## src/rtl/tea_decrypt_core.sv

```systemverilog
// Iterative TEA block decryptor: one half-round per clock (RND_A updates v1, RND_B updates v0).
// Ready/valid on both sides; plaintext is held in DONE until the consumer takes it.
module tea_decrypt_core #(
  parameter int unsigned ROUNDS = 32,
  parameter logic [31:0] DELTA  = 32'h9e3779b9
) (
  input  logic         clk,
  input  logic         reset,
  input  logic         in_valid,
  output logic         in_ready,
  input  logic [31:0]  in_v0,
  input  logic [31:0]  in_v1,
  input  logic [127:0] key,
  output logic         out_valid,
  input  logic         out_ready,
  output logic [31:0]  out_v0,
  output logic [31:0]  out_v1,
  output logic         busy
);

  localparam int unsigned W  = 32;
  localparam int unsigned CW = 6;
  localparam logic [W-1:0]  SUM_INIT = W'(64'(DELTA) * 64'(ROUNDS));
  localparam logic [CW-1:0] CNT_INIT = CW'(ROUNDS);

  typedef enum logic [1:0] {
    IDLE  = 2'd0,
    RND_A = 2'd1,
    RND_B = 2'd2,
    DONE  = 2'd3
  } state_e;

  state_e        state_q, state_d;
  logic [W-1:0]  v0_q, v0_d, v1_q, v1_d;
  logic [W-1:0]  k0_q, k0_d, k1_q, k1_d, k2_q, k2_d, k3_q, k3_d;
  logic [W-1:0]  sum_q, sum_d;
  logic [CW-1:0] cnt_q, cnt_d;
  logic          in_ready_q, in_ready_d;
  logic          out_valid_q, out_valid_d;
  logic          busy_q, busy_d;

  // TEA mixing function shared by both half-rounds
  function automatic logic [W-1:0] mix(input logic [W-1:0] x, input logic [W-1:0] ka,
                                       input logic [W-1:0] kb, input logic [W-1:0] s);
    return ((x << 4) + ka) ^ (x + s) ^ ((x >> 5) + kb);
  endfunction

  // State and datapath registers; reset wins over every handshake input
  always_ff @(posedge clk) begin
    if (reset) begin
      state_q     <= IDLE;
      v0_q        <= '0;
      v1_q        <= '0;
      k0_q        <= '0;
      k1_q        <= '0;
      k2_q        <= '0;
      k3_q        <= '0;
      sum_q       <= '0;
      cnt_q       <= '0;
      in_ready_q  <= 1'b1;
      out_valid_q <= 1'b0;
      busy_q      <= 1'b0;
    end else begin
      state_q     <= state_d;
      v0_q        <= v0_d;
      v1_q        <= v1_d;
      k0_q        <= k0_d;
      k1_q        <= k1_d;
      k2_q        <= k2_d;
      k3_q        <= k3_d;
      sum_q       <= sum_d;
      cnt_q       <= cnt_d;
      in_ready_q  <= in_ready_d;
      out_valid_q <= out_valid_d;
      busy_q      <= busy_d;
    end
  end

  // Next-state logic
  always_comb begin
    state_d = state_q;
    case (state_q)
      IDLE:    if (in_valid) state_d = RND_A;
      RND_A:   state_d = RND_B;
      RND_B:   state_d = (cnt_q == CW'(1)) ? DONE : RND_A;
      DONE:    if (out_ready) state_d = IDLE;
      default: state_d = IDLE;
    endcase
  end

  // Datapath: load on accept, one half-round per state
  always_comb begin
    v0_d  = v0_q;
    v1_d  = v1_q;
    k0_d  = k0_q;
    k1_d  = k1_q;
    k2_d  = k2_q;
    k3_d  = k3_q;
    sum_d = sum_q;
    cnt_d = cnt_q;
    case (state_q)
      IDLE: begin
        if (in_valid) begin
          v0_d  = in_v0;
          v1_d  = in_v1;
          k0_d  = key[127:96];
          k1_d  = key[95:64];
          k2_d  = key[63:32];
          k3_d  = key[31:0];
          sum_d = SUM_INIT;
          cnt_d = CNT_INIT;
        end
      end
      RND_A: v1_d = v1_q - mix(v0_q, k2_q, k3_q, sum_q);
      RND_B: begin
        v0_d  = v0_q - mix(v1_q, k0_q, k1_q, sum_q);
        sum_d = sum_q - DELTA;
        cnt_d = cnt_q - CW'(1);
      end
      default: ;
    endcase
  end

  // Status outputs registered from the next state so they track the state exactly
  always_comb begin
    in_ready_d  = (state_d == IDLE);
    out_valid_d = (state_d == DONE);
    busy_d      = (state_d != IDLE);
  end

  assign in_ready  = in_ready_q;
  assign out_valid = out_valid_q;
  assign busy      = busy_q;
  assign out_v0    = v0_q;
  assign out_v1    = v1_q;

endmodule

```

## config.mk

```make
export PLATFORM = sky130hd
export DESIGN_NAME = tea_decrypt_core
export DESIGN_NICKNAME = d
export VERILOG_FILES = /design/src/rtl/tea_decrypt_core.sv
export SDC_FILE = /design/constraint.sdc
export NUM_CORES = 1
export LEC_CHECK = 0
export ABC_AREA = 1
export CAP_MARGIN = 40
export CORE_ASPECT_RATIO = 0.6
export CORE_MARGIN = 3
export CORE_UTILIZATION = 42
export DETAILED_ROUTE_END_ITERATION = 10
export PLACE_DENSITY_LB_ADDON = 0.08
export SETUP_SLACK_MARGIN = 0.15
export SLEW_MARGIN = 20
export SYNTH_ARGS = -nofsm -noshare
export SYNTH_HDL_FRONTEND = slang
export SYNTH_SLANG_ARGS = --single-unit
```

## constraint.sdc

```tcl
create_clock -name clk -period 10.8 [get_ports clk]
set_input_delay 2.16 -clock clk [delete_from_list [all_inputs] [get_ports clk]]
set_output_delay 2.16 -clock clk [all_outputs]
set_load 0.005 [all_outputs]
```

==> impl_metrics.json <==
{
  "status": "complete, no violations",
  "ant_nets": 0,
  "startpoint_type": "flip-flop",
  "synthAdderAreaFrac_pct": 13.2,
  "drc_errors": 0,
  "cts_buffers": 25,
  "die_h_microns": 189,
  "grt_use_total_pct": 32.5,
  "die_x_microns": 312,
  "max-slew-margin-rel_pct": 36.4,
  "htreeDepth": 1,
  "worst_hold_path_type": "flip-flop to flip-flop",
  "vias_per_cell": 5.48,
  "postSynth.asyncResetShare_pct": 0,
  "drt_first_pass_iters": 6,
  "n_fill_cell": 5797,
  "grt_setup_unrepaired": "false",
  "synthDistinctLibCells": 60,
  "fin_crit_ns": 5.92,
  "dp.cells": 4606,
  "synth_flop_cell": "dfxtp_1",
  "fin_skew_ns": 0.0322,
  "slew_viol_final": 0,
  "gp_congestion": 1.02,
  "grt_pass1_vias": 22200,
  "layout-drive-gt1-share_pct": 4.28,
  "syn_area_sq_um": 23600,
  "start_util_pct": 42.9,
  "cp_max_fo": 6,
  "finalSetupViolations": 0,
  "slowest_delay_ns": 0.71,
  "clk_pin_slew_ns": 0.07,
  "rows": 66,
  "tns_ns": 0,
  "clkLatencyLatePin_ns": 0.61,
  "pwr_density_cell_nw_per_um2": 195,
  "die-area_sq_um": 59000,
  "fin_nets": 4327,
  "synth_top_family_by_area": "simple AND/OR/NAND/NOR gates",
  "cts_resized": 0,
  "max_freq_mhz": 169,
  "synthSimpleGateAreaFrac_pct": 28.6,
  "cts_tree": "built",
  "routedWlPerCell_microns": 21.5,
  "timing.critical_path.slowest_stage_cell": "a21oi_1",
  "worstMarginPinSlew_ns": 0.954,
  "cts_hold_buf": 0,
  "dpl_cell_area_sq_um": 27000,
  "path_cells": "ha_1 -> a21oi_1 -> o21ai_0 -> a21oi_1 -> o21ai_0 -> nor2_1 -> xor2_1 -> xor2_1 -> ha_1 -> nand2_1 -> nor2_1 -> inv_1 -> a211oi_1 -> nor2_1 -> nand3_1 -> nand2_1 -> o21ai_0 -> a21oi_1",
  "ios": 263,
  "final-hold-violation-count": 0,
  "crit_family": "compound AO/OA/AOI/OAI gates",
  "grt_pass1_wl_microns": 147000,
  "ys_seq_area_share_pct": 20.0,
  "yosys.area_share.xor_xnor_pct": 10.5,
  "post_cts_buffers": 0,
  "synth-seq-cells": 235,
  "r2r_slack_ns": 4.88,
  "core_region_area_sq_um": 54800,
  "clockBufferDepth": 3,
  "cts_sinks": 235,
  "wl_microns": 100000,
  "synthCells": 3665,
  "cap_violations": 0,
  "dp_hpwl_microns": 83000,
  "p_leak_nw": 13.1,
  "syn-num-nets": 4104,
  "synth_compound_area_share_pct": 20.8,
  "area_growth_pct": 18.3,
  "cp-end-kind": "flip-flop",
  "syn_area_per_cell_sq_um": 6.43,
  "grt_max_degree": 96,
  "arrival_ns": 6.35,
  "ys_warn_count": 0,
  "critical_path_class": "flip-flop to flip-flop",
  "design_area_sq_um": 27900,
  "synth-edff-count": 0,
  "fin_crit_sh_pct": 54.8,
  "path_buf_inv": 1,
  "p_total_mw": 5.43,
  "io_buffers": 262,
  "synthMuxAreaShare_pct": 0,
  "grt_remaining_overflow": 0,
  "stdcell_count": 4654,
  "hold_ws_ns": 0.484,
  "vias": 25500,
  "cts_root_buf": "clkbuf_16",
  "antenna_found_initial": 1,
  "first_iter_violations": 3253,
  "vdd_ir_drop_max_mv": 0.108,
  "worstPathRequired_ns": 11.23
}
==> worst reg2reg max path, delay by kind of cell, from the launching register on <==
family                   cells  cell delay [ns]
AO/OA/AOI/OAI                7             2.49
XOR/XNOR                     2             0.73
adder cells (fa/ha/maj)      2             0.65
buffers and inverters        1             0.11
flip-flops                   1             0.51
AND/OR/NAND/NOR              6             1.28
==> through the flow <==
step | setup slack, ns | utilization (%)
final | 4.88 | 50.8
after global placement | 5.38 | 49.1
after floorplan | 7.11 | -
after CTS | 5.47 | 50.7
after detailed placement | 5.50 | 49.2
after global routing | 4.85 | 50.8
==> final timing paths <==
kind / startpoint / cells past startpoint / to
worst max register to register: out_v0[20]$_SDFFE_PP0P_ / 18 / out_v1[28]$_SDFFE_PP0P_
worst max-delay path: out_v0[20]$_SDFFE_PP0P_ / 18 / out_v1[28]$_SDFFE_PP0P_
worst min register to register: cnt_q[4]$_SDFFE_PP0P_ / 2 / cnt_q[4]$_SDFFE_PP0P_
worst min-delay path: cnt_q[4]$_SDFFE_PP0P_ / 2 / cnt_q[4]$_SDFFE_PP0P_
==> cell usage in the layout (no fill, tap or decap), drive strengths merged, types with 6 or more instances in the layout <==
cell type | netlist | final
o211ai | 7 | 7
buf | 24 | 18
or2 | 20 | 20
dfxtp | 235 | 235
xnor2 | 112 | 112
nand4 | 16 | 16
nand3 | 163 | 163
xor2 | 169 | 169
nor2 | 556 | 556
nor4 | 9 | 9
clkdlybuf4s50 | 0 | 261
o221ai | 8 | 8
nor3 | 49 | 49
o21ai | 292 | 292
ha | 235 | 235
a31oi | 60 | 60
a21o | 47 | 47
a21boi | 16 | 16
a31o | 6 | 6
a22oi | 7 | 7
clkinv | 3 | 11
a211oi | 18 | 18
nand3b | 15 | 15
a21oi | 310 | 310
a311oi | 7 | 7
fa | 8 | 8
o21bai | 29 | 29
clkbuf | 59 | 28
nand2 | 808 | 808
inv | 343 | 345
==> cell families after synthesis <==
kind of cell | Yosys count
xor+xnor | 281
buf+inv | 429
compound gates | 834
fa+ha+maj | 243
flops | 235
simple gates | 1643
==> cells in the mapped netlist (9+ instances only) <==
cell        n  area share (%)
nand2_1   796              13
nor2_1    549             8.8
inv_1     333             5.3
a21oi_1   297             6.3
o21ai_0   252             5.4
dfxtp_1   235              20
ha_1      235              12
xor2_1    167             6.2
nand3_1   154             3.3
xnor2_1   112             4.2
a31oi_1    60             1.6
clkbuf_1   59            0.94
a21o_1     47             1.5
nor3_1     47             1.0
o21ai_1    26            0.55
o21bai_1   25            0.80
a211oi_1   18            0.57
buf_2      16            0.34
nand4_1    16            0.43
nand3b_1   15            0.48
or2_2      15            0.40
o21ai_2    13            0.48
nand2_2    12            0.32
a21oi_2    10            0.37
inv_2      10            0.16
nand3_2     9            0.38
==> sequential cells by signal, summed over array words and instances, names as in the netlist, 6 cells and up <==
signal	cells
cnt_q	6
k0_q	32
k1_q	32
k2_q	32
k3_q	32
out_v0	32
out_v1	32
sum_q	32
==> where the power goes <==
| part | internal, mW | switching [mW] |
|---|---|---|
| Sequential | 0.962 | 0.157 |
| Clock | 0.527 | 0.422 |
| Combinational | 1.16 | 2.20 |
==> final cells by class <==
class                   count  area (sq um)  area share (%)
diodes                      1          2.50         0.00898
clock buffers              28           647            2.32
clock inverters            16           196           0.705
inverters                 346          1310            4.69
multi-input cells        3001         17300            61.9
flip-flops and latches    235          4700            16.9
well taps                 748           936            3.36
repair buffers            279          2810            10.1
==> per-layer routing <==
layer,GRT usage (%),up-vias,routed length (microns)
met3,9.93,63,11800
met4,4.03,2,1270
li1,-,12700,-
met5,0.731,-,58
met2,40.0,1230,34800
met1,53.7,11500,52200
Note: power is estimated with default switching activity, not from simulation.
